[config.mk]
export PLATFORM = sky130hd
export DESIGN_NAME = gcu_ready_dispatcher
export DESIGN_NICKNAME = d
export VERILOG_FILES = /design/src/rtl/gcu_pkg.sv /design/src/rtl/gcu_rr_arbiter.sv /design/src/rtl/gcu_ready_dispatcher.sv
export SDC_FILE = /design/constraint.sdc
export NUM_CORES = 1
export LEC_CHECK = 0
export CELL_PAD_IN_SITES_DETAIL_PLACEMENT = 2
export CELL_PAD_IN_SITES_GLOBAL_PLACEMENT = 2
export CORE_ASPECT_RATIO = 0.75
export CORE_MARGIN = 5
export CORE_UTILIZATION = 39
export DETAILED_ROUTE_END_ITERATION = 6
export GPL_ROUTABILITY_DRIVEN = 0
export PLACE_DENSITY = 0.95
export SKIP_LAST_GASP = 1
export SLEW_MARGIN = 20
export SYNTH_ARGS = -nofsm -noshare
export SYNTH_HDL_FRONTEND = slang
export SYNTH_SLANG_ARGS = --single-unit
[constraint.sdc]
create_clock -name clk -period 11.1 [get_ports clk]
set_input_delay 1.665 -clock clk [delete_from_list [all_inputs] [get_ports clk]]
set_output_delay 1.665 -clock clk [all_outputs]
set_load 0.03 [all_outputs]
[src/rtl/gcu_pkg.sv]
// Shared types for the GCU ready dispatcher: node/count widths, request kind, stage payload.
package gcu_pkg;

  localparam int GCU_NODE_ID_W   = 16;
  localparam int GCU_CHILD_CNT_W = 16;

  typedef logic [GCU_NODE_ID_W-1:0]   node_id_t;
  typedef logic [GCU_CHILD_CNT_W-1:0] child_cnt_t;

  typedef enum logic {
    REQ_INIT    = 1'b0,
    REQ_SCATTER = 1'b1
  } req_kind_e;

  typedef struct packed {
    logic       valid;
    req_kind_e  kind;
    node_id_t   node_id;
    node_id_t   child_id;
    child_cnt_t count;
  } stage_t;

endpackage

[src/rtl/gcu_rr_arbiter.sv]
// One-hot round-robin arbiter with grant enable; combinational grant, pointer advances past the winner.
// No grant (and no pointer move) while en is low.
module gcu_rr_arbiter #(
  parameter  int N  = 4,
  localparam int IW = (N > 1) ? $clog2(N) : 1
) (
  input  logic          clk,
  input  logic          rst,
  input  logic [N-1:0]  req,
  input  logic          en,
  output logic [N-1:0]  gnt,
  output logic [IW-1:0] gnt_idx
);

  logic [IW-1:0] ptr;
  logic [IW:0]   probe;
  logic [IW-1:0] sel;
  logic          found;

  always_comb begin
    found   = 1'b0;
    gnt_idx = '0;
    probe   = '0;
    sel     = '0;
    for (int i = 0; i < N; i++) begin
      probe = {1'b0, ptr} + (IW+1)'(i);
      if (probe >= (IW+1)'(N)) probe = probe - (IW+1)'(N);
      sel = probe[IW-1:0];
      if (!found && req[sel]) begin
        found   = 1'b1;
        gnt_idx = sel;
      end
    end
  end

  always_comb begin
    gnt = '0;
    if (en && found) gnt[gnt_idx] = 1'b1;
  end

  always_ff @(posedge clk or posedge rst) begin
    if (rst) begin
      ptr <= '0;
    end else if (en && found) begin
      ptr <= (gnt_idx == IW'(N-1)) ? '0 : gnt_idx + 1'b1;
    end
  end

endmodule

[src/rtl/gcu_ready_dispatcher.sv]
// Arbitrates loader inits and scatter-done events into the scoreboard, detects ready nodes, queues them.
// Accept-to-disp_valid is 3 cycles; requests are only granted while FIFO credit covers every in-flight stage.
module gcu_ready_dispatcher
  import gcu_pkg::*;
#(
  parameter int NODE_ID_W   = GCU_NODE_ID_W,
  parameter int CHILD_CNT_W = GCU_CHILD_CNT_W,
  parameter int NUM_SCAT    = 4,
  parameter int FIFO_DEPTH  = 16
) (
  input  logic                            clk,
  input  logic                            rst,
  input  logic                            ld_valid,
  output logic                            ld_ready,
  input  logic [NODE_ID_W-1:0]            ld_node_id,
  input  logic [CHILD_CNT_W-1:0]          ld_children_count,
  input  logic [NUM_SCAT-1:0]             sc_valid,
  output logic [NUM_SCAT-1:0]             sc_ready,
  input  logic [NUM_SCAT*NODE_ID_W-1:0]   sc_child_id,
  input  logic [NUM_SCAT*NODE_ID_W-1:0]   sc_parent_id,
  output logic                            sb_init_valid,
  output logic [NODE_ID_W-1:0]            sb_init_node_id,
  output logic [CHILD_CNT_W-1:0]          sb_init_children_count,
  output logic                            sb_scatter_done_valid,
  output logic [NODE_ID_W-1:0]            sb_scatter_done_child_id,
  output logic [NODE_ID_W-1:0]            sb_scatter_done_parent_id,
  output logic [NODE_ID_W-1:0]            sb_query_node_id,
  input  logic                            sb_front_ready,
  output logic                            disp_valid,
  input  logic                            disp_ready,
  output logic [NODE_ID_W-1:0]            disp_node_id,
  output logic [$clog2(FIFO_DEPTH):0]     fifo_count,
  output logic                            idle
);

  localparam int AW  = $clog2(FIFO_DEPTH);
  localparam int CW  = AW + 1;
  localparam int SIW = (NUM_SCAT > 1) ? $clog2(NUM_SCAT) : 1;

  stage_t         s1;
  logic           s2_valid;
  req_kind_e      s2_kind;
  node_id_t       s2_node_id;
  logic           s2_zero;

  logic [CW:0]    occupied;
  logic           has_credit;
  logic           ld_fire;
  logic           sc_fire;
  logic [SIW-1:0] sc_idx;
  logic           push;
  logic           pop;
  logic [AW:0]    wr_ptr;
  logic [AW:0]    rd_ptr;
  node_id_t       mem [FIFO_DEPTH];

  // Entries already in the FIFO plus everything in S1/S2 that could still push.
  assign occupied   = {1'b0, fifo_count} + {{CW{1'b0}}, s1.valid} + {{CW{1'b0}}, s2_valid};
  assign has_credit = occupied < (CW+1)'(FIFO_DEPTH);
  assign ld_ready   = has_credit;
  assign ld_fire    = ld_valid & has_credit;
  assign sc_fire    = |sc_ready;

  gcu_rr_arbiter #(.N(NUM_SCAT)) u_arb (
    .clk     (clk),
    .rst     (rst),
    .req     (sc_valid),
    .en      (has_credit & ~ld_valid),
    .gnt     (sc_ready),
    .gnt_idx (sc_idx)
  );

  always_ff @(posedge clk or posedge rst) begin
    if (rst) begin
      s1 <= '0;
    end else begin
      s1.valid <= ld_fire | sc_fire;
      if (ld_fire) begin
        s1.kind     <= REQ_INIT;
        s1.node_id  <= ld_node_id;
        s1.child_id <= '0;
        s1.count    <= ld_children_count;
      end else if (sc_fire) begin
        s1.kind     <= REQ_SCATTER;
        s1.node_id  <= sc_parent_id[sc_idx*NODE_ID_W +: NODE_ID_W];
        s1.child_id <= sc_child_id[sc_idx*NODE_ID_W +: NODE_ID_W];
        s1.count    <= '0;
      end
    end
  end

  assign sb_init_valid             = s1.valid & (s1.kind == REQ_INIT);
  assign sb_init_node_id           = s1.node_id;
  assign sb_init_children_count    = s1.count;
  assign sb_scatter_done_valid     = s1.valid & (s1.kind == REQ_SCATTER);
  assign sb_scatter_done_child_id  = s1.child_id;
  assign sb_scatter_done_parent_id = s1.node_id;

  // Payload is only reloaded on a valid S1 so the query id holds while S2 is idle.
  always_ff @(posedge clk or posedge rst) begin
    if (rst) begin
      s2_valid   <= 1'b0;
      s2_kind    <= REQ_INIT;
      s2_node_id <= '0;
      s2_zero    <= 1'b0;
    end else begin
      s2_valid <= s1.valid;
      if (s1.valid) begin
        s2_kind    <= s1.kind;
        s2_node_id <= s1.node_id;
        s2_zero    <= (s1.count == '0);
      end
    end
  end

  assign sb_query_node_id = s2_node_id;
  assign push = s2_valid & ((s2_kind == REQ_SCATTER) ? sb_front_ready : s2_zero);
  assign pop  = disp_valid & disp_ready;

  always_ff @(posedge clk or posedge rst) begin
    if (rst) begin
      wr_ptr <= '0;
      rd_ptr <= '0;
    end else begin
      if (push) wr_ptr <= wr_ptr + 1'b1;
      if (pop)  rd_ptr <= rd_ptr + 1'b1;
    end
  end

  always_ff @(posedge clk) begin
    if (push) mem[wr_ptr[AW-1:0]] <= s2_node_id;
  end

  assign fifo_count   = wr_ptr - rd_ptr;
  assign disp_valid   = (fifo_count != '0);
  assign disp_node_id = disp_valid ? mem[rd_ptr[AW-1:0]] : '0;
  assign idle         = ~s1.valid & ~s2_valid & (fifo_count == '0);

  a_no_overflow: assert property (@(posedge clk) disable iff (rst)
    !(push && !pop && fifo_count == CW'(FIFO_DEPTH)));

endmodule

==> results summary, run 1 <==
The total number of nets in the final design came out at 1431. The xor and xnor area share after synthesis came out at 0.580%. The share of final-layout standard cells stronger than drive strength 1 came out at 15.0%. The routed wire length per instance is 33.2 microns. The area added between synthesis and finish is 27.7%. The relative max-transition margin came out at 22.1%. The worst-case clock buffer depth came out at 3. The number of distinct library cell variants in the gate-level netlist after synthesis is 46.

The count of vias placed by the detailed router came out at 10500. The post-synthesis cell count is 1029. The data arrival time of the worst path came out at 5660 ps. The static leakage is 6.77 nW. The via count of the first global-routing pass is 11900. The biggest fanout along the worst timing path came out at 51.

The core area came out at 38200 sq um. The total number of yosys warnings came out at 0. The number of placed instances, taps included, is 1719. By area the synthesized netlist is led by edfxtp_1 51%, dfrtp_1 13%, mux4_2 9.5%. The die area came out at 42800 sq um. The initial core utilization is 39.5%.

The worst setup path is launched from an input pin. In this run the post-CTS setup repair buffer count came out at 0. The detail-routed via count per cell came out at 5.86. The area of the mapped netlist is 15100 sq um. The final wirelength is 59500 microns. The critical path starts at sc_valid[2]. After routing, the total negative slack on setup checks comes to 0 ps. The number of buffers added to fix hold violations after cts came out at 0. Derived from the worst setup path, the maximum achievable clock frequency is 137 MHz.

The DRC violation count after routing is 0. For this design the ratio of total power to cell area is 321 nW/um^2. Multiplexer cells account for 12.2% of the synthesized area.

The count of antenna-violating nets left after detailed routing came out at 0. The worst setup path is captured at a primary output. Setup repair after global routing left no endpoint under its margin. The clock-pin transition on the worst setup and hold timing paths came out at 60 ps. The actual transition at the worst max-transition pin is 1170 ps. The count of max-cap constraint violations came out at 0. The fraction of post-synthesis cell area in the top cell type by area came out at 50.9%. The maximum number of pins on one net before global-route repair is 83. The overflow left after global routing came out at 0. The total number of clock tree sinks came out at 337. Counting I/O delays and the setup requirement, the final critical path takes 7320 ps. The clock skew is 33.1 ps.

edfxtp_1 is the most common cell in the netlist. The first global-routing pass estimated 85700 microns of wire. The worst vdd rail ir drop came out at 0.175 mV.

TritonCTS built the clock tree. The number of cell rows is 62. The adder and majority gate portion of the synthesized area is 1.29%. The final hold violation count is 0.

The number of design-rule violations left by the first detailed-router iteration is 1019. The simple-gate share of the synthesized area came out at 9.24%. Summing the areas of all compound-gate instances in the mapped netlist gives 6.81% of the synthesized area.

The total of cells resized after clock tree synthesis came out at 0. During I/O placement, the number of pins put on the boundary was 279. The final count of pins violating max slew came out at 0. The total of endpoints with negative setup slack in the final report came out at 0. Summed over all instances, the cell type with the most area after synthesis is edfxtp_1. The fraction of the yosys area taken by sequential cells is 64.4%. The initial antenna violation count was 11.

The total of buffers placed on input and output ports came out at 278. The average size of a mapped cell came out at 14.7 sq um. The flow ran to the end, and the final reports show no timing, DRC or antenna violations. In this run, CTS created clock tree buffers numbering 36. The startpoint identified for the worst register-to-register timing path is u_arb.ptr[1]$_DFFE_PP0P_.

The endpoint required time on the critical path came out at 9440 ps. The worst hold path begins at sb_scatter_done_child_id[3]$_DFFE_PP0P_. The number of detailed-routing iterations run before antenna repair came out at 5.

The synthesized design contains 337 register bits. The HPWL after detailed placement came out at 39300 microns. After synthesis, the largest family of logic cells by area is multiplexers. The number of nets produced by synthesis came out at 1213. In the synthesized netlist the dominant register cell turns out to be edfxtp_1. For this run, asynchronously set or reset flops after synthesis account for 24.0%. Across every metal layer, demand over resource in global routing totals 27.0%.

The number of flops mapped to enable cells by yosys is 256. The commonest cells after synthesis are 256 x edfxtp_1, 107 x nand2_1, 81 x dfrtp_1. The final instance count without filler cells is 1793. The critical path is of the input pin to primary output type. The cell chosen for the clock root is clkbuf_16. The die span in y is 180 microns. The final critical path takes up 66.0% of the cycle. The H-tree generated during clock tree synthesis spans 2 levels.

At the later pin of the worst-skew pair, clock insertion delay measures 550 ps. The path class of the tightest hold or removal check is flop to flop. In this run the horizontal extent of the chip is 237 microns.
## where the power goes
group	internal [W]	switching (W)
Clock	0.000723	0.000545
Sequential	0.00167	0.000334
Combinational	0.00110	0.00181
## metrics by stage
stage	area, sq um	setup WS [ps]	power (W)	utilization (%)	hold WS (ps)
detailed placement	18000	3840	0.00487	47.1	499
global route	19300	3590	0.00642	50.4	529
floorplan	15100	5580	0.00374	-	443
global placement	18000	4030	0.00464	47.1	476
finish	19300	3780	0.00618	50.4	510
CTS	19200	3780	0.00618	50.3	512
## area by class of cell
| type | instances | area, sq um |
|---|---|---|
| fill | 3544 | 19000 |
| sequential | 337 | 9720 |
| multi-input combinational | 548 | 4610 |
| timing repair buffer | 310 | 3040 |
| clock buffer | 44 | 972 |
| tap | 512 | 641 |
| clock inverter | 21 | 221 |
| inverter | 14 | 53.8 |
| antenna | 7 | 17.5 |
## placed cells by master (no fill, tap or decap), types with 18 or more instances in the layout
| cell type | netlist | final |
|---|---|---|
| a211oi_1 | 64 | 64 |
| a21oi_1 | 38 | 38 |
| and3_1 | 18 | 18 |
| buf_4 | 69 | 29 |
| clkbuf_16 | 0 | 37 |
| clkdlybuf4s50_1 | 0 | 278 |
| dfrtp_1 | 81 | 79 |
| edfxtp_1 | 256 | 256 |
| mux2_2 | 19 | 19 |
| mux2i_1 | 18 | 18 |
| mux4_2 | 64 | 64 |
| nand2_1 | 107 | 107 |
| nand3_1 | 38 | 37 |
| nor2_1 | 34 | 31 |
| nor2b_1 | 34 | 34 |
## final timing paths
path / endpoint / slack (ps) / depth (start not counted)
setup / recovery: sc_ready[2] / 3780 / 9
hold / removal: sb_scatter_done_child_id[3]$_DFFE_PP0P_ / 510 / 2
setup reg to reg: sb_init_node_id[14]$_DFFE_PP0P_ / 5980 / 12
hold reg to reg: sb_scatter_done_child_id[3]$_DFFE_PP0P_ / 510 / 2
max in group asynchronous: rd_ptr[0]$_DFFE_PP0P_ / 8290 / 3
min in group asynchronous: sb_init_children_count[13]$_DFFE_PP0P_ / 1460 / 2
## registers in the layout (all words and copies together), names as in the netlist
| name | flops |
|---|---|
| mem | 256 |
| sb_init_children_count | 16 |
| sb_init_node_id | 16 |
| sb_query_node_id | 16 |
| sb_scatter_done_child_id | 16 |
| rd_ptr | 5 |
| wr_ptr | 5 |
| s1 | 2 |
| u_arb.ptr | 2 |
| s2_kind | 1 |
| s2_valid | 1 |
| s2_zero | 1 |
## metal layers
layer	up-vias	GRT usage (%)	part of all wire, %
met4	6	10.5	3.4
met3	131	7.04	6.4
met5	-	0	0.074
met1	5633	33.2	39
li1	4299	-	-
met2	433	46.0	51
## critical path, stage by stage
cell and delay (ps):
clkdlybuf4s50_1 530, and2b_1 240, a311oi_4 820, or2_2 270, buf_4 510, inv_2 490
ha_1 380, and2_1 140, clkdlybuf4s50_1 600
## logic make-up (layout without fill, tap and decap cells)
kind of cell    after synthesis  after routing
compound gates              140            140
xor+xnor                     10             10
fa+ha+maj                    15             15
buf+inv                     144            389
flops                       337            337
mux                         102            102
other cells                   0              7
simple gates                281            281
No activity file was read; power rests on OpenSTA's default activity.
==> run 2, diff against run 1 <==
CORE_UTILIZATION = 33   (was 39)
PLACE_DENSITY = 0.86   (was 0.95)
clock period = 6 ns   (was 11.1 ns; I/O delays follow)
==> results summary, run 2 (synthesis results as in run 1) <==
The number of design-rule violations left by the first detailed-router iteration came out at 529 (-48%). In the layout the commonest cells are 277 x clkdlybuf4s50_1, 256 x edfxtp_1, 107 x nand2_1. The latest clock arrival within the worst-skew pair is 540 ps (about the same). The endpoint required time on the critical path came to 5100 ps (-4340 ps). The final critical-path share of the clock period came out at 90.5%. The relative max-transition margin is 32.5% (+10 points). The routed wire length per instance came out at 27.7 microns (-17%). In this run the clock root is driven by a clkbuf_16. The kind of end point of the critical path is a primary output. The die span in y came out at 195 microns (+8.2%). The detail-routed via count per cell came to 5.30 (-9.5%). The share of final-layout standard cells stronger than drive strength 1 came out at 15.1% (+0.12 points). The number of placed cells counting well taps was 1795 (+4.4%). The total number of clock tree sinks was 337 (unchanged). The highest clock frequency the design can meet is 184 MHz. The actual transition at the worst max-transition pin is 1010 ps (-158 ps). The detailed-routed wire length on met3 is 1750 microns (-54%). The min-delay analysis places its worst path in the category flop to flop. The boundary pin count came out at 279 (unchanged).

The static leakage came to 6.81 nW (+0.62%). The initial antenna violation count is 1 (-10). The final design instance area without fill came out at 19500 sq um (+0.92%).

The overall routing resource usage is 20.2% (-6.8 points). The total power density per cell area is 575 nW/um^2 (+79%). The sum of met2 wire segment lengths after detailed routing is 26500 microns (-13%).

The count of max-cap constraint violations is 0 (unchanged). The minimum period implied by the final worst setup slack came out at 5430 ps. The standard cell area after detailed placement came to 18200 sq um (+0.74%).

The total design power is 0.0112 W (+81%). The total of cells resized after clock tree synthesis is 0 (unchanged). The final wirelength was 51500 microns (-13%).

In this run the top signal layer used is met5. The number of cell rows came to 67 (+8.1%). The first-pass GRT wire length is 76800 microns (-10%). The number of detailed-routing iterations run before antenna repair came out at 4 (-1). The worst-case clock buffer depth was 3 (unchanged). The die area came to 50200 sq um (+17%). The total number of nets in the final design came out at 1433 (+0.14%).

The total of buffers placed on input and output ports came out at 278 (unchanged). The initial core utilization came out at 33.6% (-5.9 points). The run finished with clean final reports. The flip-flop count of the largest register after layout is 256 (unchanged).

The core area is 44900 sq um (+17%). The number of diodes came to 0 (-7). The number of buffers added to fix hold violations after cts is 0 (unchanged). The sum of negative setup slack is 0 ps (unchanged). The overflow left after global routing is 0 (unchanged). The count of vias placed by the detailed router is 9880 (-5.9%). The via count of the first global-routing pass came out at 11300 (-5.4%).

The HPWL after detailed placement is 36100 microns (-8.1%). The biggest fanout along the worst timing path came out at 24 (-53%). The final count of pins violating max slew came out at 0 (unchanged). The critical path goes through ha_1, inv_1, fa_1, xor2_1, or3_1, a2111oi_4, buf_4, a211oi_1, clkdlybuf4s50_1. The longest individual stage delay on the worst path came to 840 ps (+20 ps). The met1 layer wirelength in the final routing is 22100 microns (-4.4%). The clock-pin transition on the worst setup and hold timing paths came out at 60 ps (about the same). The final hold violation count is 0 (unchanged). The count of buffers added by post-CTS timing repair for setup came to 0 (unchanged). Setup repair after global routing left no endpoint under its margin.

The area added between synthesis and finish is 28.9%. The DRC violation count after routing came out at 0 (unchanged). The clock buffer count from CTS came out at 37 (+2.8%). The clock skew came out at 26.0 ps (-7.07 ps). The setup path with the least slack is of type flop to primary output. The count of antenna-violating nets left after detailed routing came out at 0 (unchanged). The worst setup path is launched from a flop. The worst setup margin was 570 ps (-3210 ps).

The post-placement worst setup slack was 1110 ps (-2730 ps). The worst vdd rail ir drop came out at 0.246 mV (+40%). The data arrival time of the worst path came out at 4530 ps (-1130 ps). The maximum number of pins on one net before global-route repair came out at 72 (-13%). The depth of the CTS H-tree came out at 2 (unchanged).

The final instance count without filler cells is 1863 (+3.9%). TritonCTS built the clock tree. The x dimension of the die is 257 microns (+8.3%). For this design, the slowest cell found on the critical path is a2111oi_4.

The commonest non-fill, non-tap cell in the layout is clkdlybuf4s50_1. The total of fill cells in the finished design is 4403 (+24%). The total of endpoints with negative setup slack in the final report is 0 (unchanged).
-- run 2: cell type report --
type | count | area (sq um) | area share, %
clock buffers | 42 | 976 | 5.02
inverters | 14 | 55.1 | 0.283
clock inverters | 25 | 309 | 1.59
flip-flops and latches | 337 | 9720 | 49.9
repair buffers | 311 | 3050 | 15.7
multi-input cells | 548 | 4620 | 23.7
well taps | 586 | 733 | 3.77
-- run 2: final timing paths --
path	startpoint	to	slack, ps	cells after the start
min in group asynchronous	rst	sb_scatter_done_child_id[12]$_DFFE_PP0P_	800	2
hold reg to reg	wr_ptr[4]$_DFFE_PP0P_	wr_ptr[4]$_DFFE_PP0P_	500	1
max in group asynchronous	rst	sb_init_node_id[9]$_DFFE_PP0P_	4120	3
setup / recovery	rd_ptr[0]$_DFFE_PP0P_	disp_node_id[0]	570	9
setup reg to reg	rd_ptr[3]$_DFFE_PP0P_	sb_scatter_done_child_id[12]$_DFFE_PP0P_	2170	9
hold / removal	wr_ptr[4]$_DFFE_PP0P_	wr_ptr[4]$_DFFE_PP0P_	500	1
-- run 2: critical path: cells and delay by family (launching register included) --
kind | cells | cell delay (ps)
compound gates | 2 | 930
fa+ha+maj | 2 | 660
simple gates | 1 | 360
xor+xnor | 1 | 210
buf+inv | 3 | 1070
flops | 1 | 740
-- run 2: metrics by stage --
step / util [%] / hold slack (ps)
2_1_floorplan: - / 443
3_3_place_gp: 40.4 / 479
3_5_place_dp: 40.4 / 491
4_1_cts: 43.3 / 506
5_1_grt: 43.3 / 529
6_report: 43.3 / 504
-- run 2: per-layer routing --
metal / global-route usage [%] / up-vias
met2: 35.9 / 203
met1: 26.2 / 5308
li1: - / 4292
met4: 4.77 / 2
met3: 2.98 / 75
met5: 0 / -
-- run 2: power by group --
| group | internal [W] | total (W) | switching [W] | leakage [nW] |
|---|---|---|---|---|
| clock network | 0.00144 | 0.00243 | 0.000984 | 0.623 |
| registers | 0.00309 | 0.00369 | 0.000599 | 3.29 |
| logic | 0.00203 | 0.00507 | 0.00303 | 2.90 |
| total | 0.00657 | 0.0112 | 0.00462 | 6.81 |
